[config.mk]
export PLATFORM = sky130hd
export DESIGN_NAME = issue_scheduler
export DESIGN_NICKNAME = d
export VERILOG_FILES = /design/src/rtl/issue_scheduler.sv
export SDC_FILE = /design/constraint.sdc
export NUM_CORES = 2
export LEC_CHECK = 0
export BUFFER_PORTS_ARGS = -buffer_cell sky130_fd_sc_hd__buf_4
export CAP_MARGIN = 20
export CORE_MARGIN = 10
export CORE_UTILIZATION = 42
export DETAILED_ROUTE_END_ITERATION = 8
export MAX_ROUTING_LAYER = met4
export PLACE_DENSITY = 0.59
export SETUP_SLACK_MARGIN = 0.02
export SLEW_MARGIN = 20
export SYNTH_ARGS = -nofsm -noshare
export SYNTH_HDL_FRONTEND = slang
export SYNTH_SLANG_ARGS = --single-unit
[constraint.sdc]
create_clock -name clk -period 7.8 [get_ports clk]
set_clock_uncertainty 0.15 [all_clocks]
set_input_delay 0.78 -clock clk [delete_from_list [all_inputs] [get_ports clk]]
set_output_delay 0.78 -clock clk [all_outputs]
set_load 0.01 [all_outputs]
[src/rtl/issue_scheduler.sv]
`default_nettype none
// ============================================================================
// Module      : issue_scheduler
// Description : Dual-issue front end. Fetch pairs go into a circular queue;
//               0, 1 or 2 insts are issued per cycle, and issue is held
//               after a branch until br_resolve.
//               Optional build macro ISSUE_STATS_EN adds issue counters.
// Revision    : 1.0
// ============================================================================
module issue_scheduler #(
  parameter int DEPTH = 64,
  parameter int AW    = 6
) (
  input  logic        clk,
  input  logic        rst_n,
  input  logic        fetch_valid,
  input  logic [63:0] fetch_data,
  output logic        fetch_ready,
  input  logic        flush,
  input  logic        br_resolve,
  input  logic        issue_ready,
  output logic        issue0_valid,
  output logic [31:0] issue0_inst,
  output logic        issue1_valid,
  output logic [31:0] issue1_inst,
  output logic [AW:0] count
`ifdef ISSUE_STATS_EN
  ,
  output logic [31:0] stat_dual,
  output logic [31:0] stat_single
`endif
);

  typedef enum logic [0:0] {RUN = 1'b0, BR_WAIT = 1'b1} state_t;

  localparam logic [AW:0] c_ready_max = (AW+1)'(DEPTH - 2);
  localparam logic [AW:0] c_two       = (AW+1)'(2);

  logic [31:0]   r_q [DEPTH];
  logic [AW-1:0] r_head;
  logic [AW-1:0] r_tail;
  logic [AW:0]   r_count;
  state_t        r_state;
  logic          r_v0;
  logic          r_v1;
  logic [31:0]   r_i0;
  logic [31:0]   r_i1;

  // PowerPC numbers bits from the MSB, so OP=[0:5] lands in [31:26].
  function automatic logic f_is_br(input logic [5:0] op);
    return (op == 6'd16) || (op == 6'd18) || (op == 6'd19);
  endfunction

  function automatic logic f_is_wr(input logic [5:0] op);
    return !f_is_br(op) &&
           !((op == 6'd36) || (op == 6'd37) || (op == 6'd38) || (op == 6'd39) ||
             (op == 6'd44) || (op == 6'd45) || (op == 6'd62));
  endfunction

  logic [AW-1:0] w_head1;
  logic [31:0]   w_q0;
  logic [31:0]   w_q1;
  logic [5:0]    w_op0;
  logic [4:0]    w_rt0;
  logic [5:0]    w_op1;
  logic [4:0]    w_rt1;
  logic [4:0]    w_ra1;
  logic [4:0]    w_rb1;
  logic          w_br0;
  logic          w_hazard;
  logic          w_dual;
  logic          w_load;
  logic          w_empty;
  logic [1:0]    w_pop;
  logic          w_push;
  logic [AW:0]   w_count_nxt;

  assign w_head1  = r_head + AW'(1);
  assign w_q0     = r_q[r_head];
  assign w_q1     = r_q[w_head1];
  assign w_op0    = w_q0[31:26];
  assign w_rt0    = w_q0[25:21];
  assign w_op1    = w_q1[31:26];
  assign w_rt1    = w_q1[25:21];
  assign w_ra1    = w_q1[20:16];
  assign w_rb1    = w_q1[15:11];
  assign w_br0    = f_is_br(w_op0);
  assign w_hazard = f_is_wr(w_op0) &&
                    ((w_ra1 == w_rt0) || (w_rb1 == w_rt0) ||
                     (f_is_wr(w_op1) && (w_rt1 == w_rt0)));
  assign w_dual   = (r_count >= c_two) && !w_br0 && !f_is_br(w_op1) && !w_hazard;
  assign w_load   = (r_state == RUN) && (!r_v0 || issue_ready);
  assign w_empty  = (r_count == '0);
  assign w_pop    = (w_load && !w_empty) ? (w_dual ? 2'd2 : 2'd1) : 2'd0;
  assign w_push   = fetch_valid && fetch_ready;
  assign w_count_nxt = r_count + (w_push ? c_two : '0) - (AW+1)'(w_pop);

  assign fetch_ready  = (r_count <= c_ready_max);
  assign issue0_valid = r_v0;
  assign issue0_inst  = r_i0;
  assign issue1_valid = r_v1;
  assign issue1_inst  = r_i1;
  assign count        = r_count;

  // Queue storage carries no reset; contents are don't-care until pushed.
  always_ff @(posedge clk) begin
    if (w_push && !flush) begin
      r_q[r_tail]          <= fetch_data[63:32];
      r_q[r_tail + AW'(1)] <= fetch_data[31:0];
    end
  end

  always_ff @(posedge clk or negedge rst_n) begin
    if (!rst_n) begin
      r_head  <= '0;
      r_tail  <= '0;
      r_count <= '0;
      r_state <= RUN;
      r_v0    <= 1'b0;
      r_v1    <= 1'b0;
      r_i0    <= '0;
      r_i1    <= '0;
    end else if (flush) begin
      r_head  <= '0;
      r_tail  <= '0;
      r_count <= '0;
      r_state <= RUN;
      r_v0    <= 1'b0;
      r_v1    <= 1'b0;
    end else begin
      if (w_push) r_tail <= r_tail + AW'(2);
      r_head  <= r_head + AW'(w_pop);
      r_count <= w_count_nxt;
      case (r_state)
        RUN: begin
          if (w_load) begin
            if (w_empty) begin
              r_v0 <= 1'b0;
              r_v1 <= 1'b0;
            end else begin
              r_v0 <= 1'b1;
              r_i0 <= w_q0;
              r_v1 <= w_dual;
              r_i1 <= w_dual ? w_q1 : '0;
              if (w_br0) r_state <= BR_WAIT;
            end
          end
        end
        BR_WAIT: begin
          // Branch leaves once accepted; nothing reloads until resolved.
          if (issue_ready && r_v0) begin
            r_v0 <= 1'b0;
            r_v1 <= 1'b0;
          end
          if (br_resolve) r_state <= RUN;
        end
        default: r_state <= RUN;
      endcase
    end
  end

`ifdef ISSUE_STATS_EN
  logic [31:0] r_stat_dual;
  logic [31:0] r_stat_single;

  always_ff @(posedge clk or negedge rst_n) begin
    if (!rst_n) begin
      r_stat_dual   <= '0;
      r_stat_single <= '0;
    end else if (issue_ready && r_v0) begin
      if (r_v1) r_stat_dual   <= r_stat_dual + 32'd1;
      else      r_stat_single <= r_stat_single + 32'd1;
    end
  end

  assign stat_dual   = r_stat_dual;
  assign stat_single = r_stat_single;
`endif

endmodule
`default_nettype wire

==> impl_metrics.json <==
{
  "worstMarginPinSlew_ps": 1220,
  "status": "completed",
  "finalHoldViolCount": 0,
  "io_buffer_count": 143,
  "clk_pin_slew_ps": 60,
  "cell_internal_pwr_uw": 25600,
  "grt_pass1_vias": 64468,
  "grt_pass1_wl_um": 517000,
  "rows": 188,
  "crit_buf_inv": 2,
  "drtIter0Drc": 8508,
  "cts_tree": "built",
  "critPathLaunchType": "flop",
  "power.ir.vdd_worst_v": 0.000265,
  "die_w_um": 534,
  "routed_wirelength_um": 368000,
  "syn_area_um2": 111000,
  "finalWorstPathRequiredPeriod_ps": 7030,
  "seqPwrFrac": 0.353,
  "grt_busiest_layer": "met2",
  "critPathKind": "flop to flop",
  "synth_edf_count": 2048,
  "yosys_most_used_dff": "edfxtp_1",
  "use_met1": 0.353,
  "setup_violations": 0,
  "final_cells": 9603,
  "seq_area_um2": 63600,
  "grt_max_degree": 123,
  "clock-root-buffer": "clkbuf_16",
  "post_cts_buffers": 0,
  "clock_sinks": 2133,
  "clock_power_share": 0.306,
  "clock_path_buffers": 3,
  "slowest_stage": "dfrtp_4",
  "numCtsBuffers": 232,
  "ys_seq_area_frac": 0.573,
  "groute.usage.overall": 0.260,
  "switching_share": 0.306,
  "clock_latency_ps": 900,
  "antenna_found_initial": 18,
  "p_sw_uw": 11300,
  "dr.pass1.iters": 5,
  "vias": 64792,
  "post-route-period-util": 0.902,
  "pin_count": 144,
  "crit_path_end_kind": "flop",
  "yosys_warnings": 0,
  "min_path_type": "input port to flop",
  "slew_viol_final": 0,
  "ant_nets": 0,
  "die_area_um2": 286000,
  "syn_area_per_cell_um2": 18.6,
  "use_met2": 0.389,
  "ys_ff_latch": 2133,
  "wire_per_inst_um": 38.3,
  "fmax_mhz": 142,
  "multiInputGateArea_um2": 45100,
  "core_um2": 263000,
  "gp_congestion": 0.830,
  "tns_ps": 0,
  "dp_hpwl_um": 208000,
  "path_cells": "ha_4 -> buf_12 -> buf_4 -> mux4_2 -> mux4_2 -> a22oi_1 -> o21ai_0 -> xor2_1 -> nor4_1 -> a31oi_2 -> a2bb2oi_4 -> or2_2 -> fa_1 -> ha_1 -> fa_1 -> a21oi_1 -> nor2_1 -> or3_1 -> a21oi_1",
  "cp_top_family": "compound AO/OA/AOI/OAI gates",
  "nets": 5971,
  "synthArstFlopShare": 0.0398,
  "dieHeight_um": 534,
  "fillers": 21977,
  "worstPathArrival_ps": 7700,
  "synthDistinctLibCells": 62,
  "p_leak_uw": 0.0379,
  "initial_utilization": 0.423,
  "hold-worst-slack_ps": 74.4,
  "drcViolationCount": 0,
  "htree_levels": 4,
  "p_per_area_nw_per_um2": 297,
  "slew_headroom": 0.188,
  "synth_nets": 6070,
  "critPathRequiredTime_ps": 8460,
  "p_comb_frac": 0.341,
  "crit_fanout": 52,
  "syn2layout_area_growth_pct": 11.7,
  "met3_usage": 0.0627,
  "grt_overflow": 0,
  "postSynthCellCount": 5976,
  "rsz0062_at_grt": "false",
  "dp_cells": 9154,
  "drive_above_1_share": 0.497,
  "vias_per_cell": 6.75,
  "cp_slowest_stage_delay_ps": 640,
  "drv_cap": 0
}
[cell usage in the layout, fill, tap and decap left out, types with 5 or more instances in the layout]
| cell type | Yosys | routed |
|---|---|---|
| dfrtp_4 | 0 | 5 |
| mux2_2 | 1025 | 1025 |
| bufinv_16 | 0 | 27 |
| o21ai_0 | 18 | 16 |
| mux4_2 | 1227 | 1227 |
| xor2_1 | 11 | 10 |
| clkbuf_1 | 451 | 49 |
| clkbuf_16 | 0 | 236 |
| buf_12 | 0 | 45 |
| xnor2_1 | 17 | 13 |
| clkbuf_8 | 0 | 16 |
| or3_1 | 5 | 5 |
| a32oi_1 | 6 | 6 |
| o21ai_1 | 28 | 30 |
| o211ai_1 | 5 | 5 |
| nand4_1 | 5 | 5 |
| and3_1 | 14 | 14 |
| edfxtp_1 | 2048 | 2048 |
| a21oi_1 | 27 | 25 |
| inv_1 | 23 | 23 |
| nor2_1 | 96 | 30 |
| a22oi_1 | 22 | 22 |
| clkinvlp_4 | 0 | 9 |
| mux2i_1 | 115 | 115 |
| diode_2 | 0 | 10 |
| ha_1 | 21 | 20 |
| nand2_1 | 306 | 305 |
| nor2_4 | 0 | 66 |
| dfrtp_1 | 85 | 80 |
| nor2b_1 | 18 | 18 |
| clkinv_1 | 0 | 50 |
| a32o_1 | 8 | 8 |
| buf_4 | 35 | 290 |
| a211oi_1 | 6 | 6 |
| nand3_1 | 100 | 100 |
| clkinv_2 | 0 | 35 |
[cells in the mapped netlist, types with 14 or more instances]
library cell     n  area share
buf_4           35      0.0024
a22oi_1         22      0.0015
nand3_1        100      0.0045
a21oi_1         27      0.0012
and3_1          14     0.00079
dfrtp_1         85       0.019
nor2b_1         18      0.0010
mux2_2        1025        0.10
xnor2_1         17      0.0013
buf_2          147      0.0066
nor2_1          96      0.0032
mux4_2        1227        0.25
buf_1           21     0.00071
ha_1            21      0.0024
mux2i_1        115       0.010
buf_6           18      0.0018
o21ai_1         28      0.0013
inv_1           23     0.00078
edfxtp_1      2048        0.55
clkbuf_1       451       0.015
nand2_1        306       0.010
o21ai_0         18     0.00081
[cell type report]
type | count | share of cell area
Tap cell | 3515 | 0.0354
Clock buffer | 301 | 0.0508
Clock inverter | 134 | 0.0118
Multi-Input combinational cell | 3146 | 0.363
Timing Repair Buffer | 339 | 0.0253
Antenna cell | 10 | 0.000202
Inverter | 25 | 0.000776
Sequential cell | 2133 | 0.513
[kinds of logic (layout without fill, tap and decap cells)]
kind of cell | after synthesis | after routing | synth area share
muxes | 2367 | 2367 | 0.363
DFF | 2133 | 2133 | 0.573
xor gates and xnor gates | 29 | 29 | 0.00235
adders and majority gates | 24 | 24 | 0.00290
AOI/OAI and AO/OA | 154 | 154 | 0.00938
buffers and inverters | 697 | 799 | 0.0276
other | 0 | 10 | 0
and+or+nand+nor | 572 | 572 | 0.0223
[worst register-to-register path: stages, from the launching register on]
cell and delay, ps:
dfrtp_4 640, ha_4 490, buf_12 410, buf_4 370, mux4_2 510, mux4_2 500, a22oi_1 290, o21ai_0 430
xor2_1 280, nor4_1 380, a31oi_2 150, a2bb2oi_4 400, or2_2 200, fa_1 410, ha_1 220, fa_1 440
a21oi_1 170, nor2_1 60, or3_1 300, a21oi_1 150
[flip-flops by register name, summed over array words and instances, names as in the netlist]
name,flops
count,7
r_state,1
issue0_valid,1
r_tail,5
r_q,2048
issue1_inst,32
issue1_valid,1
issue0_inst,32
r_head,6
[power by group through the flow]
| stage | clock network (uW) | logic (uW) | registers (uW) |
|---|---|---|---|
| 2_1_floorplan | 0 | 9180 | 13200 |
| 3_3_place_gp | 0 | 12600 | 13300 |
| 3_5_place_dp | 0 | 12600 | 13300 |
| 4_1_cts | 11500 | 12700 | 13000 |
| 5_1_grt | 11900 | 13400 | 13100 |
| 6_report | 11300 | 12600 | 13000 |
[stage by stage]
step	setup WS, ps	utilization	power [uW]	instance area (um^2)
after global placement	815	0.442	25900	116000
final	767	0.472	36900	124000
after CTS	837	0.472	37200	124000
after floorplan	2190	-	22400	111000
after detailed placement	807	0.442	25900	116000
after global routing	538	0.472	38300	124000
[per-layer routing]
layer / vias up / wire, um / share of wire
met5: - / 0 / 0
li1: 24830 / - / -
met3: 697 / 37700 / 0.10
met2: 3753 / 171000 / 0.46
met4: 0 / 13400 / 0.036
met1: 35512 / 146000 / 0.40
[path summary, 6_finish.rpt]
| path | end | startpoint | cells past startpoint | slack [ps] |
|---|---|---|---|---|
| max in group asynchronous | r_head[2]$_DFF_PN0_ | rst_n | 3 | 5750 |
| min | r_state$_DFF_PN0_ | flush | 2 | 70 |
| max reg2reg | count[5]$_DFF_PN0_ | r_head[1]$_DFF_PN0_ | 19 | 770 |
| min in group asynchronous | issue0_inst[8]$_DFFE_PN0P_ | rst_n | 2 | 310 |
| min reg2reg | issue0_inst[8]$_DFFE_PN0P_ | issue0_inst[8]$_DFFE_PN0P_ | 2 | 330 |
| max | count[5]$_DFF_PN0_ | r_head[1]$_DFF_PN0_ | 19 | 770 |
[what timing repair did]
action                                 4_1_cts  5_1_grt
endpoints found under the hold margin       43        0
gates resized for setup                      0        0
setup endpoints to repair                    0        0
hold buffers                                 2        0
Power figures use the tool's default switching activity.
